**config.mk**
```make
export PLATFORM = sky130hd
export DESIGN_NAME = sram_burst_master
export DESIGN_NICKNAME = d
export VERILOG_FILES = /design/src/rtl/sram_burst_master.sv
export SDC_FILE = /design/constraint.sdc
export NUM_CORES = 1
export LEC_CHECK = 0
export ABC_AREA = 1
export CORE_MARGIN = 2
export CORE_UTILIZATION = 46
export DETAILED_ROUTE_END_ITERATION = 8
export GPL_TIMING_DRIVEN = 0
export PLACE_DENSITY = 0.8
export SLEW_MARGIN = 30
export SYNTH_ARGS = -nofsm -noshare
export SYNTH_HDL_FRONTEND = slang
export SYNTH_SLANG_ARGS = --single-unit
export TNS_END_PERCENT = 30
```
**constraint.sdc**
```tcl
create_clock -name iClk -period 2.6 [get_ports iClk]
set_input_delay 0.39 -clock iClk [delete_from_list [all_inputs] [get_ports iClk]]
set_output_delay 0.39 -clock iClk [all_outputs]
set_load 0.01 [all_outputs]
```
**src/rtl/sram_burst_master.sv**
```systemverilog
// Burst master for a single-port SRAM: turns (addr, len, dir) requests into
// per-beat SRAM accesses, with a write-data input stream and a 2-entry read
// FIFO feeding a backpressured read-data output stream.
module sram_burst_master #(
  parameter int unsigned SRAM_DEPTH = 16,
  parameter int unsigned DATA_WIDTH = 16,
  parameter int unsigned ADDR_WIDTH = 4,
  parameter int unsigned LEN_WIDTH  = 5
) (
  input  logic                  iClk,
  input  logic                  iRsn,
  input  logic                  iReqVld,
  output logic                  oReqRdy,
  input  logic                  iReqWrn,
  input  logic [ADDR_WIDTH-1:0] iReqAddr,
  input  logic [LEN_WIDTH-1:0]  iReqLen,
  input  logic                  iWrVld,
  output logic                  oWrRdy,
  input  logic [DATA_WIDTH-1:0] iWrDt,
  output logic                  oRdVld,
  input  logic                  iRdRdy,
  output logic [DATA_WIDTH-1:0] oRdDt,
  output logic                  oBusy,
  output logic                  oDone,
  output logic                  oCsn,
  output logic                  oWrn,
  output logic [ADDR_WIDTH-1:0] oAddr,
  output logic [DATA_WIDTH-1:0] oWrDt,
  input  logic [DATA_WIDTH-1:0] iRdDt
);

  typedef enum logic [1:0] {S_IDLE, S_WRITE, S_READ, S_DONE} state_t;

  localparam logic [ADDR_WIDTH-1:0] LAST_ADDR = ADDR_WIDTH'(SRAM_DEPTH - 1);

  state_t                r_state;
  logic [ADDR_WIDTH-1:0] r_addr;
  logic [LEN_WIDTH-1:0]  r_rem;
  logic                  r_pend;
  logic [DATA_WIDTH-1:0] r_fifo [2];
  logic                  r_rd_ptr;
  logic                  r_wr_ptr;
  logic [1:0]            r_cnt;

  logic                  w_rem_nz;
  logic                  w_pop;
  logic                  w_push;
  logic [2:0]            w_credit;
  logic                  w_wr_beat;
  logic                  w_rd_issue;
  logic [1:0]            w_cnt_after_pop;
  logic [1:0]            w_cnt_nxt;
  logic [ADDR_WIDTH-1:0] w_next_addr;

  // Beat qualification and read-credit accounting
  assign w_rem_nz        = (r_rem != '0);
  assign w_pop           = (r_cnt != 2'd0) && iRdRdy;
  assign w_push          = r_pend;
  assign w_credit        = 3'(r_cnt) + 3'(r_pend) - 3'(w_pop);
  assign w_wr_beat       = (r_state == S_WRITE) && w_rem_nz && iWrVld;
  assign w_rd_issue      = (r_state == S_READ) && w_rem_nz && (w_credit < 3'd2);
  assign w_cnt_after_pop = r_cnt - 2'(w_pop);
  assign w_cnt_nxt       = r_cnt + 2'(w_push) - 2'(w_pop);
  assign w_next_addr     = (r_addr == LAST_ADDR) ? '0 : r_addr + 1'b1;

  // Control flags decoded directly from registered state
  assign oReqRdy = (r_state == S_IDLE);
  assign oWrRdy  = (r_state == S_WRITE) && w_rem_nz;
  assign oBusy   = (r_state != S_IDLE);
  assign oDone   = (r_state == S_DONE);
  assign oRdVld  = (r_cnt != 2'd0);
  assign oRdDt   = r_fifo[r_rd_ptr];

  // SRAM command: driven only in a cycle that issues a beat, idle otherwise
  always_comb begin
    oCsn  = 1'b1;
    oWrn  = 1'b1;
    oAddr = '0;
    oWrDt = '0;
    if (w_wr_beat) begin
      oCsn  = 1'b0;
      oWrn  = 1'b0;
      oAddr = r_addr;
      oWrDt = iWrDt;
    end else if (w_rd_issue) begin
      oCsn  = 1'b0;
      oAddr = r_addr;
    end
  end

  // Burst FSM, address/length tracking and read FIFO
  always_ff @(posedge iClk or negedge iRsn) begin
    if (!iRsn) begin
      r_state   <= S_IDLE;
      r_addr    <= '0;
      r_rem     <= '0;
      r_pend    <= 1'b0;
      r_fifo[0] <= '0;
      r_fifo[1] <= '0;
      r_rd_ptr  <= 1'b0;
      r_wr_ptr  <= 1'b0;
      r_cnt     <= 2'd0;
    end else begin
      if (w_push) begin
        r_fifo[r_wr_ptr] <= iRdDt;
        r_wr_ptr         <= ~r_wr_ptr;
      end
      if (w_pop) begin
        r_rd_ptr <= ~r_rd_ptr;
      end
      r_cnt  <= w_cnt_nxt;
      r_pend <= w_rd_issue;

      case (r_state)
        S_IDLE: begin
          if (iReqVld) begin
            r_addr <= iReqAddr;
            r_rem  <= iReqLen;
            if (iReqLen == '0)  r_state <= S_DONE;
            else if (iReqWrn)   r_state <= S_READ;
            else                r_state <= S_WRITE;
          end
        end
        S_WRITE: begin
          if (w_wr_beat) begin
            r_addr <= w_next_addr;
            r_rem  <= r_rem - 1'b1;
            if (r_rem == LEN_WIDTH'(1)) r_state <= S_DONE;
          end
        end
        S_READ: begin
          if (w_rd_issue) begin
            r_addr <= w_next_addr;
            r_rem  <= r_rem - 1'b1;
          end
          // Finish once nothing is left to issue, in flight, or buffered
          if (!w_rem_nz && !r_pend && (w_cnt_after_pop == 2'd0)) r_state <= S_DONE;
        end
        S_DONE: r_state <= S_IDLE;
        default: r_state <= S_IDLE;
      endcase
    end
  end

endmodule

```
Word-level counts from Yosys, hierarchy flattened
Index checks and enable logic that the tools add are counted.
{ "word_totals": {"regBits": 48, "inputBits": 47, "output_inout_bits": 43, "elab_cells": 81} }
{ "classes": {"add_sub_neg": 7, "n_lt_le_gt_ge": 4, "eq_ne": 10, "n_mux": 28, "n_bitwise": 4, "reduce_logical": 19} }
{ "op_table": {"columns": ["op", "count"], "rows": [
  ["$mux 16", 5],
  ["$bwmux 32", 1],
  ["$mux 4", 6],
  ["$demux 16 s1", 1],
  ["$mux 5", 3],
  ["$pmux 5 s3", 1],
  ["$mux 2", 6],
  ["$pmux 4 s3", 1],
  ["$logic_and 1x1->1", 8],
  ["$pmux 2 s4", 1],
  ["$reduce_and 4->1", 2],
  ["$ne 2x2->1 const B", 3],
  ["$eq 5x1->1 const B", 1],
  ["$logic_not 5->1", 1],
  ["$reduce_bool 5->1", 1],
  ["$sub 5x1->5 const B", 1],
  ["$add 4x1->4 const B", 1],
  ["$eq 2x2->1 const B", 2],
  ["$eq 4x4->1 const B", 1],
  ["$ge 2x2->1 const B", 2],
  ["$logic_not 2->1", 2],
  ["$ne 2x1->1 const B", 2],
  ["$not 1->2", 2],
  ["$reduce_bool 2->1", 2],
  ["11 further kinds", 16]
]} }

Depth between registers and ports, before layout
Gate-level depths: netlist (run 1).
{ "logic_depth": {"word_depth": 7, "depth_mapped": 14, "ltp_nobuf": 14} }

Worst setup path after synthesis (run 1)
OpenSTA, ideal clock, no wires.
{ "synth_timing": {"kind": "register to output", "startpoint": "register r_cnt[0]", "endpoint": "output oAddr[0]", "t_arrival_ns": 1.914, "t_required_ns": 2.210, "setup_slack_ns": 0.296, "stages_incl_launch_ff": 12, "n_path_buf": 0, "cell_sequence": "dfrtp_1 > inv_1 > nand3_1 > nand2_1 > ha_1 > inv_1 > fa_1 > or2_2 > nand3_2 > inv_1 > nor2_2 > nor2_1"} }
{ "synth_between": {"elab_chain_cells": 7, "word_cells_on_any_way": 8, "classes_between": "add/sub: 2; order compare: 1; mux: 2; reduce/logical: 3"} }
{ "synth_rtl": {"columns": ["item", "line", "text"], "rows": [
  ["from (decl)", "43", "logic [1:0] r_cnt;"],
  ["from (signal assigned)", "111", "r_cnt <= w_cnt_nxt;"],
  ["parallel branches: the longest is 2 deep, another holds $add 2x1->3", null, null],
  ["$sub 3x1->3 (*)", "59", "assign w_credit = 3'(r_cnt) + 3'(r_pend) - 3'(w_pop);"],
  ["$lt 3x2->1 (*)", "61", "assign w_rd_issue = (r_state == S_READ) && w_rem_nz && (w_credit < 3'd2);"],
  ["$logic_and 1x1->1 (*)", "61", null],
  ["named net w_rd_issue", "50", "logic w_rd_issue;"],
  ["$mux 4 (*)", "85", "end else if (w_rd_issue) begin"],
  ["$mux 4 (*)", "80", "if (w_wr_beat) begin"],
  ["to (decl)", "27", "output logic [ADDR_WIDTH-1:0] oAddr,"]
]} }
Mark *: on every way through the listed nets, which the timed path passes.

Final worst setup path (run 1)
{ "layout_timing": {"startpoint": "register r_cnt[0]", "endpoint": "output oAddr[3]"} }
The elaborated chain is that of the path after synthesis.

==> results.yml, run 1 <==
critical_path:
  cp.arrival_ns: 2.28
  critPathCaptureType: "output pin"
  cp_max_fo: 5
  critPathRequiredTime_ns: 2.21
  critical_path_class: "register to output pin"
  critPathLaunchType: "register"
synth:
  ys_ff_latch: 48
  seq_area_frac_synth: 0.440
  synth_area_mm2: 0.00273
  syn_avg_cell_area_um2: 7.10
  syn_nets: 443
  synth_cells: 384
  yosysUniqueCellTypes: 27
  yosys_warnings: 0
die:
  die_h_um: 81.0
  core_mm2: 0.00582
  die_x_um: 81.0
  die-area_mm2: 0.00656
  rows: 28
  start_util: 0.469
  pin_count: 90
sta:
  setup_viol: 4
  period_share: 1.03
  hold_viol_final: 0
  max_freq_mhz: 375
  drv_slew: 0
  fin_worst_skew_ns: 0.00515
  worstMarginPinSlew_ns: 0.604
  slew_headroom: 0.597
  rsz0062_at_grt: "yes"
  min_period_ns: 2.67
  fin_ws_ns: -0.0682
detailed_routing:
  routed_wl_um: 6950
  ant_nets: 0
  vias: 2731
  drt-wirelength-per-cell_um: 12.2
  dr.pass1.iters: 4
  drt_iter0_drc: 164
  drc: 0
  routed_via_density: 4.79
global_route:
  grt_usage: 0.220
  grt_pass1_vias: 2604
  grt_pass1_wl_um: 11200
  antenna_found_initial: 0
  gr-total-overflow: 0
  grt_max_degree: 49
layout:
  final_area_mm2: 0.00397
  fin_util: 0.683
  area_growth_pct: 45.6
  final_cells: 570
  layout_commonest_cell: "nand2_1"
  drive_gt1_frac: 0.121
  antenna_cells_inserted: 0
  nets: 553
  final_cell_mix: "140 x nand2_1, 68 x clkdlybuf4s50_1, 56 x inv_1"
placed_design:
  post-place-ws_ns: -0.852
  place_area_mm2: 0.00371
  port_buffers: 89
  gp_congestion: 0.784
  dp_cells: 548
  place_hpwl_um: 4890
cts:
  hold_buffers: 0
  cts-root-buf: "clkbuf_8"
  clock-sinks: 48
  cts_buffer_depth: 2
  cts_tree: "built"
  htree_levels: 2
  cts.clk_slew.worst_paths_ns: 0.09
  clock_latency_ns: 0.29
  numCtsBuffers: 5
status:
  failed_checks: "negative setup slack"
  status: "finished, violations left"
power_and_ir_drop:
  p_leak_nw: 2.33
  power_w: 0.00461
  p_per_area_mw_per_mm2: 1160
  ir_drop_mv: 0.652
run:
  cap_violations: 0
min_path:
  min_path_type: "input pin to async pin"
## final timing paths
check | slack, ns | endpoint | cells after the start | start
worst max-delay path | -0.07 | oAddr[3] | 13 | r_cnt[0]$_DFF_PN0_
worst min-delay path | 0.09 | r_rem[0]$_DFFE_PN0P_ | 1 | iRsn
worst max register to register | 0.12 | r_rem[2]$_DFFE_PN0P_ | 16 | r_cnt[0]$_DFF_PN0_
worst min register to register | 0.49 | r_fifo[14]$_DFFE_PN0P_ | 2 | r_fifo[14]$_DFFE_PN0P_
max in group asynchronous | 2.09 | r_fifo[2]$_DFFE_PN0P_ | 1 | iRsn
min in group iClk | 0.49 | r_fifo[14]$_DFFE_PN0P_ | 2 | r_fifo[14]$_DFFE_PN0P_
## Yosys cell counts
master    count  area [um2]
nand2_1     142         533
clkbuf_2      1        5.00
dfrtp_1      48        1200
xor2_1        2        17.5
o21ai_0      42         210
fa_1          1        20.0
nor2_2        3        18.8
or2_1         1        6.26
nand4_1       1        6.26
nand3_2       2        20.0
or2_2         2        12.5
a21oi_2       1        8.76
buf_6         1        11.3
a21oi_1       1        5.00
nand3_1       8        40.0
inv_1        60         225
clkinv_1      1        3.75
buf_2         4        20.0
inv_2         3        11.3
nor2_1       34         128
nor2_4        1        11.3
nand2_2       3        18.8
ha_1         11         138
nor3_2        1        10.0
a31oi_1       3        18.8
nor3_1        1        5.00
clkbuf_1      6        22.5
## kinds of logic after synthesis
kind of cell | share of synthesized area
AOI/OAI and AO/OA | 0.0890
xor gates and xnor gates | 0.00642
DFF | 0.440
buffers and inverters | 0.110
and+or+nand+nor | 0.297
adders and majority gates | 0.0578
## report_power, final
part | switching [W] | internal, W | total, W
registers | 0.000247 | 0.00114 | 0.00138
clock network | 0.000236 | 0.000212 | 0.000449
logic | 0.00150 | 0.00127 | 0.00278
## what timing repair did
item | CTS | global route
endpoints found under the setup margin | 14 | 31
gates resized for setup | 33 | 18
setup buffers | 10 | 4
pin swaps | 5 | 4
endpoints found under the hold margin | 0 | 0
## worst max-delay path, stage by stage, from the launching register on
cell and delay (ns):
dfrtp_1 0.40, inv_2 0.07, nand3_2 0.07, nand2_2 0.10
ha_4 0.13, inv_2 0.04, fa_2 0.54, nand2_2 0.05
a21oi_2 0.12, nand3_2 0.09, inv_2 0.09, nor2_4 0.06
nor2_1 0.08, buf_2 0.14
## state kept, by name, summed over array words and instances (netlist names)
register and flops:
r_wr_ptr 1, r_addr 4, r_fifo 32, r_rem 5
r_cnt 2, r_pend 1, r_rd_ptr 1, r_state 2
## per-stage QoR
step | setup TNS [ns] | hold WS [ns]
CTS | -0.0683 | 0.113
finish | -0.215 | 0.0927
floorplan | 0 | 0.0944
global placement | -12.81 | 0.456
detailed placement | -5.16 | 0.442
global route | -1.43 | 0.134
## cell type report
| class | instances | area [um2] |
|---|---|---|
| fillers | 476 | 1850 |
| multi-input cells | 260 | 1270 |
| flip-flops and latches | 48 | 1200 |
| repair buffers | 103 | 1010 |
| inverters | 64 | 240 |
| well taps | 75 | 93.8 |
| clock buffers | 6 | 82.6 |
| plain buffers | 12 | 58.8 |
| clock inverters | 2 | 10.0 |
## per-layer routing
layer	part of all wire	global-route usage	wire, um	vias up
li1	-	-	-	1375
met1	0.42	0.252	2910	1262
met2	0.52	0.407	3610	81
met3	0.041	0.0367	284	13
met4	0.021	0.0881	144	0
met5	0	0	0	-
No activity file was read; power rests on OpenSTA's default activity.
==> inputs of run 2 (changes only) <==
Settings changed: CORE_UTILIZATION 46 to 39, PLACE_DENSITY 0.8 to 0.7.
==> run 2 against run 1 <==
Compared with the run above: the run still ends with negative setup slack left; register-to-register slack about the same; die area increased by 17%; worst hold slack gained 0.0084 ns; clock-buffer cell count fell by 1.
==> results.yml, run 2 (same netlist as run 1, synthesis figures left out) <==
status:
  status: "finished, violations left"
  failed_checks: "negative setup slack"
detailed_routing:
  dr.pass1.iters: 4
  drt_iter0_drc: 106
  ant_nets: 0
  routed_wl_um: 6690
  vias: 2615
  routed_via_density: 4.48
  drc: 0
  drt-wirelength-per-cell_um: 11.5
placed_design:
  place_hpwl_um: 4840
  post-place-ws_ns: -0.800
  place_area_mm2: 0.00374
  gp_congestion: 0.841
  port_buffers: 89
critical_path:
  critPathCaptureType: "output pin"
  critPathRequiredTime_ns: 2.21
  critical_path_class: "register to output pin"
  critPathLaunchType: "register"
  cp.arrival_ns: 2.28
  slowest_stage: "fa_2"
  cp_max_fo: 5
  slowest_delay_ns: 0.55
  crit_chain: "inv_2, nand3_4, nand2_4, ha_4, inv_2, fa_2, nand2_2, a21oi_2, nand3_2, inv_2, nor2_4, nor2_1, buf_2"
  cpMostUsedCell: "inv_2"
sta:
  fin_ws_ns: -0.0681
  worstMarginPinSlew_ns: 0.615
  max_freq_mhz: 375
  hold_ws_ns: 0.101
  fin_worst_skew_ns: 0.00509
  min_period_ns: 2.67
  rsz0062_at_grt: "yes"
  period_share: 1.03
  slew_headroom: 0.590
  hold_viol_final: 0
  setup_viol: 5
  drv_slew: 0
global_route:
  grt_usage: 0.178
  grt_util_met3: 0.0330
  grt_max_degree: 49
  gr-total-overflow: 0
  gr-max-usage-layer: "met2"
  grt_pass1_wl_um: 11000
  met2_usage: 0.311
  antenna_found_initial: 0
  grtUsageMet1: 0.226
  grt_pass1_vias: 2506
run:
  cap_violations: 0
power_and_ir_drop:
  p_leak_nw: 2.16
  power_w: 0.00468
  p_per_area_mw_per_mm2: 1180
  ir_drop_mv: 0.691
die:
  rows: 30
  pin_count: 90
  die_x_um: 87.6
  die_h_um: 87.6
  start_util: 0.401
  die-area_mm2: 0.00768
  core_mm2: 0.00679
layout:
  nets: 547
  antenna_cells_inserted: 0
  fin_util: 0.583
  drive_gt1_frac: 0.113
  area_growth_pct: 45.1
  reg.largest.list: "r_fifo x32, r_rem x5, r_addr x4"
  final_area_mm2: 0.00396
  layout_commonest_cell: "nand2_1"
  largest_reg_flops: 32
  regMostFlops: "r_fifo"
  final_cell_mix: "140 x nand2_1, 70 x clkdlybuf4s50_1, 55 x inv_1"
cts:
  htree_levels: 2
  cts_buffer_depth: 2
  numCtsBuffers: 5
  cts.clk_slew.worst_paths_ns: 0.09
  clock-sinks: 48
  cts-root-buf: "clkbuf_8"
  clock_latency_ns: 0.29
  cts_tree: "built"
min_path:
  min_path_type: "input pin to async pin"
## run 2: changes by cell type in the layout (fill, tap and decap cells not counted), moves of 2 or more
cell,delta
clkdlybuf4s50_1,+2
buf_4,-6
dlygate4sd2_1,+8
clkinv_2,-2
dlymetal6s2s_1,-10
bufinv_16,+2
## run 2: metrics by stage
| stage | TNS, ns | instances |
|---|---|---|
| global placement | -17.05 | 569 |
| finish | -0.248 | 584 |
| global route | -1.34 | 584 |
| detailed placement | -5.46 | 569 |
| floorplan | 0 | 384 |
| CTS | -0.402 | 579 |
## run 2: what timing repair did
action,in CTS,in global routing
gates resized for setup,41,10
pin swaps,4,7
setup endpoints to repair,14,24
buffers inserted,3,5
hold buffers,0,0
## run 2: path summary, 6_finish.rpt
path,start,endpoint,slack [ns],depth (start not counted)
max,r_cnt[0]$_DFF_PN0_,oAddr[1],-0.07,13
min,iRsn,r_fifo[21]$_DFFE_PN0P_,0.10,1
max reg2reg,r_cnt[0]$_DFF_PN0_,r_rem[1]$_DFFE_PN0P_,0.12,16
min reg2reg,r_fifo[4]$_DFFE_PN0P_,r_fifo[4]$_DFFE_PN0P_,0.49,2
max in group asynchronous,iRsn,r_cnt[1]$_DFF_PN0_,2.05,1
min in group iClk,r_fifo[4]$_DFFE_PN0P_,r_fifo[4]$_DFFE_PN0P_,0.49,2
## run 2: per-layer routing
| metal | vias to the layer above | wire length (um) |
|---|---|---|
| met5 | - | 0 |
| met4 | 0 | 63 |
| met3 | 8 | 257 |
| met2 | 61 | 3250 |
| met1 | 1189 | 3120 |
| li1 | 1357 | - |
## run 2: critical path, delay by kind of cell, from the launching register on
kind                       cells  cell delay (ns)
DFF                            1             0.40
and+or+nand+nor                6             0.44
adders and majority gates      2             0.68
buffers and inverters          4             0.34
AOI/OAI and AO/OA              1             0.12
## run 2: where the power goes
part           switching, W  total (W)  internal [W]
clock network      0.000240   0.000619      0.000379
registers          0.000250    0.00139       0.00114
logic               0.00146    0.00268       0.00122
## run 2: area by class of cell
| cell class | instances | area, um2 |
|---|---|---|
| multi-input combinational | 260 | 1280 |
| inverter | 64 | 240 |
| fill | 650 | 2840 |
| timing repair buffer | 97 | 922 |
| clock buffer | 5 | 68.8 |
| buffer | 12 | 58.8 |
| sequential | 48 | 1200 |
| clock inverter | 2 | 60.1 |
| tap | 96 | 120 |
==> inputs of run 3 (changes only) <==
Settings changed: GPL_TIMING_DRIVEN 0 to not set.
==> run 3 against run 2 <==
Compared with the run above: the flow still finishes with violations (negative setup slack); final cell count is 0.17% lower; combinational power about the same; die area unchanged; clock power decreased by 8.6%; register-to-register slack got worse by 0.03 ns; fmax grew 0.73%; clock skew is 0.0026 ns higher; first-iteration DRC count increased by 42%; worst setup slack better by 0.019 ns; clock-buffer cell count up 1; largest power group unchanged.
==> results.yml, run 3 (same netlist as run 1, synthesis figures left out) <==
sta:
  hold_ws_ns: 0.00917
  fin_ws_ns: -0.0488
  max_freq_mhz: 378
  setup_tns_ns: -0.117
  min_period_ns: 2.65
  rsz0062_at_grt: "yes"
  fin_worst_skew_ns: 0.00772
  setup_viol: 4
  worstMarginPinSlew_ns: 0.538
  drv_slew: 0
  slew_headroom: 0.639
  hold_viol_final: 0
  period_share: 1.02
critical_path:
  critPathRequiredTime_ns: 2.21
  cp_top_family: "adder cells"
  r2r_end: "r_rem[2]$_DFFE_PN0P_"
  cpMostUsedCell: "inv_2"
  r2r_slack_ns: 0.09
  cp.arrival_ns: 2.26
  worst-path-buf-inv: 4
  critPathCaptureType: "output pin"
  worst-r2r-cell-count: 16
  slowest_delay_ns: 0.54
  cp_max_fo: 5
  r2r-start: "r_cnt[0]$_DFF_PN0_"
  crit_chain: "inv_2, nand3_2, nand2_2, ha_4, inv_2, fa_2, nand2_2, a21oi_2, nand3_2, inv_2, nor2_4, nor2_2, buf_2"
  critPathLaunchType: "register"
  critical_path_class: "register to output pin"
  slowest_stage: "fa_2"
layout:
  antenna_cells_inserted: 0
  reg.largest.list: "r_fifo x32, r_rem x5, r_addr x4"
  nets: 545
  drive_gt1_frac: 0.123
  final_cell_mix: "139 x nand2_1, 68 x clkdlybuf4s50_1, 56 x inv_1"
  layout_commonest_cell: "nand2_1"
  largest_reg_flops: 32
  area_growth_pct: 46.2
  regMostFlops: "r_fifo"
  nFillCells: 631
  multi_input_area_mm2: 0.00127
  regArea_mm2: 0.00120
global_route:
  antenna_found_initial: 0
  gr-total-overflow: 0
  grt_pass1_vias: 2443
  grt_pass1_wl_um: 10600
  grt_usage: 0.172
  grt_max_degree: 33
placed_design:
  gp_congestion: 0.824
  place_hpwl_um: 4550
  port_buffers: 89
run:
  cap_violations: 0
die:
  die_x_um: 87.6
  rows: 30
  core_mm2: 0.00679
  die-area_mm2: 0.00768
  start_util: 0.401
  pin_count: 90
  die_h_um: 87.6
cts:
  numCtsBuffers: 5
  clock_latency_ns: 0.30
  cts_tree: "built"
  htree_levels: 2
  hold_buffers: 0
  clock-sinks: 48
  cts_buffer_depth: 2
  cts.clk_slew.worst_paths_ns: 0.09
  cts-root-buf: "clkbuf_8"
detailed_routing:
  routed_wl_um: 6390
  routed_via_density: 4.42
  drt_iter0_drc: 151
  drt-wirelength-per-cell_um: 11.0
  ant_nets: 0
  drc: 0
  vias: 2574
  dr.pass1.iters: 4
power_and_ir_drop:
  p_per_area_mw_per_mm2: 1160
  power_w: 0.00461
  p_leak_nw: 2.32
  ir_drop_mv: 0.575
min_path:
  min_path_type: "input pin to async pin"
status:
  status: "finished, violations left"
  failed_checks: "negative setup slack"
==> run 3: cell types whose count changed in the layout (fill, tap and decap cells not counted), moves of 2 or more <==
cell / change
buf_2: -3
buf_4: +9
clkbuf_1: -6
clkdlybuf4s50_1: -2
dlygate4sd2_1: -8
dlymetal6s2s_1: +10
inv_2: -2
nand2_2: +2
nor2_2: +2
==> run 3: per-stage QoR <==
stage               cells  area [um2]  utilization  worst slack [ns]
finish                583        3990        0.587           -0.0488
global route          583        3990        0.587            -0.181
CTS                   581        3930        0.579           -0.0431
detailed placement    567        3750        0.552            -0.712
global placement      567        3750        0.552            -0.654
floorplan             384        2730            -             0.296
==> run 3: area by class of cell <==
cell class | instances | share of cell area
Multi-Input combinational cell | 260 | 0.319
Sequential cell | 48 | 0.301
Inverter | 64 | 0.0609
Clock inverter | 2 | 0.00973
Tap cell | 96 | 0.0301
Timing Repair Buffer | 107 | 0.258
Clock buffer | 6 | 0.0207
==> run 3: how the worst max path moves through the flow <==
stage,startpoint,end,cells after the start
global route,r_cnt[0]$_DFF_PN0_,oAddr[1],13
CTS,r_cnt[0]$_DFF_PN0_,oAddr[1],13
finish,r_cnt[0]$_DFF_PN0_,oAddr[1],13
detailed placement,iRdRdy,oAddr[1],13
floorplan,r_cnt[0]$_DFF_PN0_,oAddr[0],11
global placement,iRdRdy,oCsn,11
==> run 3: where the power goes <==
group / switching (W) / total, W / leakage [nW] / internal [W]
Sequential: 0.000236 / 0.00137 / 0.577 / 0.00114
Combinational: 0.00143 / 0.00267 / 1.68 / 0.00124
Clock: 0.000251 / 0.000566 / 0.0614 / 0.000315
==> run 3: metal layers <==
layer	vias up	track usage	wire (um)
met5	-	0	0
met3	8	0.0302	266
met4	0	0.0434	76
met1	1156	0.214	2950
met2	56	0.308	3100
li1	1354	-	-
==> run 3: timing repair <==
| action | 4_1_cts | 5_1_grt |
|---|---|---|
| resized for setup | 34 | 17 |
| setup buffers | 6 | 2 |
| endpoints found under the setup margin | 21 | 23 |
| cloned | 0 | 0 |
| pin swaps | 6 | 7 |
